## config.mk

```make
export PLATFORM = sky130hd
export DESIGN_NAME = regfile_vec_param
export DESIGN_NICKNAME = d
export VERILOG_FILES = /design/src/rtl/regfile_vec_pkg.sv /design/src/rtl/regfile_vec_clr_fsm.sv /design/src/rtl/regfile_vec_param.sv
export SDC_FILE = /design/constraint.sdc
export NUM_CORES = 1
export LEC_CHECK = 0
export BUFFER_PORTS_ARGS = -buffer_cell sky130_fd_sc_hd__buf_2
export CORE_ASPECT_RATIO = 0.75
export CORE_MARGIN = 1.5
export CORE_UTILIZATION = 60
export DETAILED_ROUTE_END_ITERATION = 12
export PLACE_DENSITY = 0.81
export SKIP_CTS_REPAIR_TIMING = 1
export SLEW_MARGIN = 20
export SYNTH_ARGS = -nofsm -noshare
export SYNTH_HDL_FRONTEND = slang
export SYNTH_HIERARCHICAL = 1
export SYNTH_SLANG_ARGS = --single-unit
```

## constraint.sdc

```tcl
create_clock -name clk -period 3.11 [get_ports clk]
set_input_delay 0 -clock clk [delete_from_list [all_inputs] [get_ports clk]]
set_output_delay 0 -clock clk [all_outputs]
set_load 0.05 [all_outputs]
```

## src/rtl/regfile_vec_pkg.sv

```systemverilog
// Shared types and defaults for the parametrised vector register file.
package regfile_vec_pkg;

  localparam int LANES_DEF = 3;
  localparam int WIDTH_DEF = 18;

  typedef logic [WIDTH_DEF-1:0] lane_t;
  typedef lane_t [LANES_DEF-1:0] vec_t;

  typedef enum logic {
    IDLE  = 1'b0,
    CLEAR = 1'b1
  } clr_state_t;

endpackage

```

## src/rtl/regfile_vec_clr_fsm.sv

```systemverilog
// Sequential zeroing engine: walks every general entry once after reset or an
// explicit clear request, emitting one clear-write per cycle.
module regfile_vec_clr_fsm
  import regfile_vec_pkg::*;
#(
  parameter int NREGS = 16,
  parameter int AW    = $clog2(NREGS)
) (
  input  logic          clk,
  input  logic          rst,
  input  logic          clr_req,
  output logic          busy,
  output logic          clr_we,
  output logic [AW-1:0] clr_idx
);

  localparam logic [AW-1:0] LAST = AW'(NREGS - 2);

  clr_state_t    state, state_nxt;
  logic [AW-1:0] ptr, ptr_nxt;

  // State and pointer register; reset restarts the sweep even mid-clear.
  always_ff @(posedge clk) begin
    if (rst) begin
      state <= CLEAR;
      ptr   <= '0;
    end else begin
      state <= state_nxt;
      ptr   <= ptr_nxt;
    end
  end

  // Next-state: a request is only honoured from IDLE, so it never extends a sweep.
  always_comb begin
    state_nxt = state;
    ptr_nxt   = ptr;
    case (state)
      IDLE: begin
        if (clr_req) begin
          state_nxt = CLEAR;
          ptr_nxt   = '0;
        end
      end
      CLEAR: begin
        if (ptr == LAST) begin
          state_nxt = IDLE;
          ptr_nxt   = '0;
        end else begin
          ptr_nxt = ptr + 1'b1;
        end
      end
      default: begin
        state_nxt = CLEAR;
        ptr_nxt   = '0;
      end
    endcase
  end

  assign busy    = (state == CLEAR);
  assign clr_we  = busy;
  assign clr_idx = ptr;

endmodule

```

## src/rtl/regfile_vec_param.sv

```systemverilog
// Vector register file: NREGS-1 stored entries of LANES x WIDTH bits, top index
// aliased to rext, per-lane write mask, write-to-read bypass, clear engine and
// a registered dropped-write flag.
module regfile_vec_param
  import regfile_vec_pkg::*;
#(
  parameter int LANES = LANES_DEF,
  parameter int WIDTH = WIDTH_DEF,
  parameter int NREGS = 16,
  parameter int AW    = $clog2(NREGS)
) (
  input  logic                   clk,
  input  logic                   rst,
  input  logic                   clr_req,
  output logic                   busy,
  input  logic                   we,
  input  logic [LANES-1:0]       wmask,
  input  logic [AW-1:0]          wa,
  input  logic [LANES*WIDTH-1:0] wd,
  input  logic [LANES*WIDTH-1:0] rext,
  input  logic [AW-1:0]          ra1,
  input  logic [AW-1:0]          ra2,
  output logic [LANES*WIDTH-1:0] rd1,
  output logic [LANES*WIDTH-1:0] rd2,
  output logic                   wr_drop
);

  localparam int            VW  = LANES * WIDTH;
  localparam logic [AW-1:0] TOP = AW'(NREGS - 1);

  logic [VW-1:0] regs [NREGS-1];
  logic          clr_we;
  logic [AW-1:0] clr_idx;
  logic          wr_ok;

  regfile_vec_clr_fsm #(
    .NREGS (NREGS),
    .AW    (AW)
  ) u_clr_fsm (
    .clk     (clk),
    .rst     (rst),
    .clr_req (clr_req),
    .busy    (busy),
    .clr_we  (clr_we),
    .clr_idx (clr_idx)
  );

  assign wr_ok = we && !busy && (wa != TOP);

  // One read port: alias, architectural zero while clearing, else stored data
  // with masked lanes of a same-cycle write forwarded.
  function automatic logic [VW-1:0] read_port(input logic [AW-1:0] ra,
                                              input logic [VW-1:0] stored);
    logic [VW-1:0] v;
    if (ra == TOP) begin
      v = rext;
    end else if (busy) begin
      v = '0;
    end else begin
      v = stored;
      if (wr_ok && (ra == wa)) begin
        for (int i = 0; i < LANES; i++) begin
          if (wmask[i]) v[i*WIDTH +: WIDTH] = wd[i*WIDTH +: WIDTH];
        end
      end
    end
    return v;
  endfunction

  // Storage update: clear sweep has priority; otherwise a masked normal write.
  always_ff @(posedge clk) begin
    if (clr_we) begin
      regs[clr_idx] <= '0;
    end else if (wr_ok) begin
      for (int i = 0; i < LANES; i++) begin
        if (wmask[i]) regs[wa][i*WIDTH +: WIDTH] <= wd[i*WIDTH +: WIDTH];
      end
    end
  end

  // Flag any write request that arrives while clearing or targets the alias.
  always_ff @(posedge clk) begin
    if (rst) wr_drop <= 1'b0;
    else     wr_drop <= we && (busy || (wa == TOP));
  end

  // Combinational read ports; the alias index is never used to index storage.
  always_comb begin
    logic [VW-1:0] s1, s2;
    s1  = (ra1 != TOP) ? regs[ra1] : '0;
    s2  = (ra2 != TOP) ? regs[ra2] : '0;
    rd1 = read_port(ra1, s1);
    rd2 = read_port(ra2, s2);
  end

endmodule

```

==> impl_metrics.py <==
metrics = {
    "status": {
        "outcome": "finished, violations left",
        "violations": "hold timing",
    },
    "logic_synthesis": {
        "syn-mean-instance-area_um2": 13.80,
        "synthArstFlopShare_pct": 0,
        "syn_nets": 3023,
        "synth_cell_types": 49,
        "synth_top_family_by_area": "multiplexers",
        "synth-edff-count": 810,
        "yosys.area_share.simple_pct": 4.861,
        "synth_flop_cell": "edfxtp_1",
        "synthAdderAreaFrac_pct": 0.06264,
        "netlist_top_cells_area": "edfxtp_1 (61%), mux2i_1 (19%), o22ai_1 (5.1%), a221o_1 (2.7%), o211ai_1 (2.0%)",
        "synth_compound_area_share_pct": 11.66,
        "synth-seq-cells": 816,
        "netlist.area_leader.share_pct": 60.89,
        "synth_common_cells": "edfxtp_1 (810), mux2i_1 (765), o22ai_1 (324)",
        "synthXorXnorAreaFrac_pct": 0.1754,
        "synth_most_common_cell": "edfxtp_1",
        "yosysSeqAreaShare_pct": 61.19,
        "yosys_warnings": 6,
        "synth_cells": 2894,
        "synth_mux_area_share_pct": 19.20,
        "synth_top_area_cell": "edfxtp_1",
        "netlist_area_um2": 39950,
    },
    "power_and_ir_drop": {
        "clkPwrFrac_pct": 39.5,
        "switching_share_pct": 23.55,
        "peakVddDrop_mv": 0.4124,
        "p_total_uw": 23860,
        "switching_power_uw": 5620,
        "power_frac_seq_pct": 51.7,
        "power_frac_comb_pct": 8.8,
        "p_leak_uw": 0.01756,
        "p_per_area_nw_per_um2": 530.4,
        "internal_power_uw": 18250,
    },
    "global_routing": {
        "grt_max_degree": 110,
        "overflow": 0,
        "grt_use_total_pct": 33.79,
        "antenna_found_initial": 11,
        "grt_pass1_vias": 28470,
        "grt_pass1_wl_um": 171800,
    },
    "floorplanning": {
        "die_area_um2": 68150,
        "die_h_um": 226.5,
        "start_util_pct": 61.02,
        "core-area_um2": 65470,
        "die_w_um": 300.9,
        "ios": 237,
        "rows": 81,
    },
    "worst_setup_path": {
        "crit_required_ns": 3.11,
        "crit_type": "reg2out",
        "crit_arrival_ns": 2.97,
        "end_kind": "output port",
        "cp-start-kind": "register",
        "path_max_fanout": 18,
    },
    "placed_design": {
        "hpwl_um": 72280,
        "place_congestion": 0.9551,
        "placed_cells": 3883,
        "portBuffers": 236,
    },
    "final_layout": {
        "nNetsFinal": 3231,
        "area_growth_pct": 12.63,
        "layout-drive-gt1-share_pct": 17.26,
        "final_cell_count_no_fill": 4040,
    },
    "clock_network": {
        "htree_levels": 3,
        "cts_buffers": 78,
        "cts_sinks": 816,
        "cts_buffer_depth": 3,
        "clk_latency_ns": 0.65,
        "clk_pin_slew_worst_paths_ns": 0.06,
        "cts_root_buf": "clkbuf_16",
        "cts_tree": "yes",
    },
    "routing": {
        "ant_nets": 0,
        "first_pass_iters": 6,
        "routed_wirelength_um": 117500,
        "initialDrtViolationCount": 4296,
        "wl_per_cell_um": 29.08,
        "vias": 28950,
        "vias_per_cell": 7.167,
        "drc_errors": 0,
    },
    "sta": {
        "fmax_ghz": 0.3368,
        "max_slew.worst_pin.slew_ns": 1.019,
        "finalSetupViolCount": 0,
        "slew_violations": 0,
        "fin_crit_sh_pct": 95.46,
        "slew_headroom_pct": 32.01,
        "skew_ns": 0.01688,
        "hold_slack_ns": -0.02918,
        "hold_viol_final": 113,
        "rsz0062_at_grt": "false",
        "layout_min_cycle_time_ns": 2.969,
    },
    "flow_run": {
        "drv_cap": 0,
    },
    "min_path": {
        "worstHoldPathType": "in2reg",
    },
}
==> cells in the final DEF (no fill, tap or decap), drive strengths merged, types with 3 or more instances in the layout <==
cell | netlist | final
xnor2 | 6 | 6
nand3 | 5 | 5
buf | 152 | 355
or2 | 6 | 6
o22ai | 324 | 324
inv | 7 | 11
and2 | 57 | 57
or3b | 6 | 6
diode | 0 | 6
a21oi | 113 | 113
mux2i | 765 | 765
a311o | 3 | 3
a221o | 108 | 108
nand2 | 124 | 124
o211ai | 108 | 108
bufinv | 0 | 7
dlygate4sd3 | 0 | 8
nor2b | 8 | 8
clkbuf | 83 | 96
clkinvlp | 0 | 3
nand3b | 5 | 5
dfxtp | 6 | 6
nor3 | 110 | 110
and3 | 3 | 3
clkinv | 0 | 31
o21ai | 5 | 5
nor2 | 57 | 57
edfxtp | 810 | 810
nand2b | 5 | 5
==> routing by layer <==
layer  wire length (um)  global-route usage (%)  up-vias  share of wire [%]
li1                   -                       -    12090                  -
met1              43620                   45.87    14390                 37
met2              53830                   52.15     2111                 46
met3              15020                   8.048      351                 13
met4               4974                   15.14        4                4.2
met5                 19                       0        -              0.016
==> power by group through the flow <==
stage | clock network, uW | logic [uW] | registers, uW
5_1_grt | 9780 | 2180 | 12400
4_1_cts | 9410 | 2050 | 12300
3_3_place_gp | 0 | 1970 | 12500
2_1_floorplan | 0 | 1310 | 12500
6_report | 9420 | 2110 | 12300
3_5_place_dp | 0 | 2030 | 12600
==> layout make-up <==
class	count	area [um^2]
repair buffers	363	2417
well taps	871	1090
flip-flops and latches	816	24440
fillers	4382	20480
clock inverters	45	406.6
diodes	6	15.01
inverters	7	31.28
clock buffers	96	2062
multi-input cells	1836	14530
==> per-stage QoR <==
stage	cell area (um^2)	setup WS (ns)	util [%]	TNS, ns
2_1_floorplan	39950	0.09092	-	0
3_3_place_gp	42400	0.4590	64.76	0
3_5_place_dp	42400	0.4201	64.76	0
4_1_cts	44860	-0.2222	68.53	-4.342
5_1_grt	44980	0.006195	68.71	0
6_report	44990	0.1411	68.72	0
==> registers in the layout, summed over array words and instances (netlist names) <==
signal	flops
regs	810
u_clr_fsm/busy	1
u_clr_fsm/clr_idx	4
wr_drop	1
==> kinds of logic after synthesis <==
kind of cell               after synthesis
adders and majority gates                2
DFF                                    816
and+or+nand+nor                        394
xor gates and xnor gates                 8
muxes                                  766
AOI/OAI and AO/OA                      666
buffers and inverters                  242
==> worst max-delay path: stages (launching register included) <==
cell     delay (ns)
dfxtp_1        0.32
a41oi_2        0.32
nand3_1        0.29
o21ai_4        0.70
a21oi_1        0.09
a221o_1        0.36
buf_2          0.24
==> worst paths after layout <==
path	from	depth (start not counted)	endpoint	slack [ns]
max	u_clr_fsm/busy$_SDFF_PP1_	6	rd1[29]	0.14
min reg2reg	u_clr_fsm/clr_idx[3]$_SDFFE_PP0P_	2	u_clr_fsm/clr_idx[3]$_SDFFE_PP0P_	0.60
min	wd[24]	2	regs[11][24]$_DFFE_PP_	-0.03
max reg2reg	u_clr_fsm/busy$_SDFF_PP1_	6	regs[1][4]$_DFFE_PP_	0.48
No activity file was read; power rests on OpenSTA's default activity.
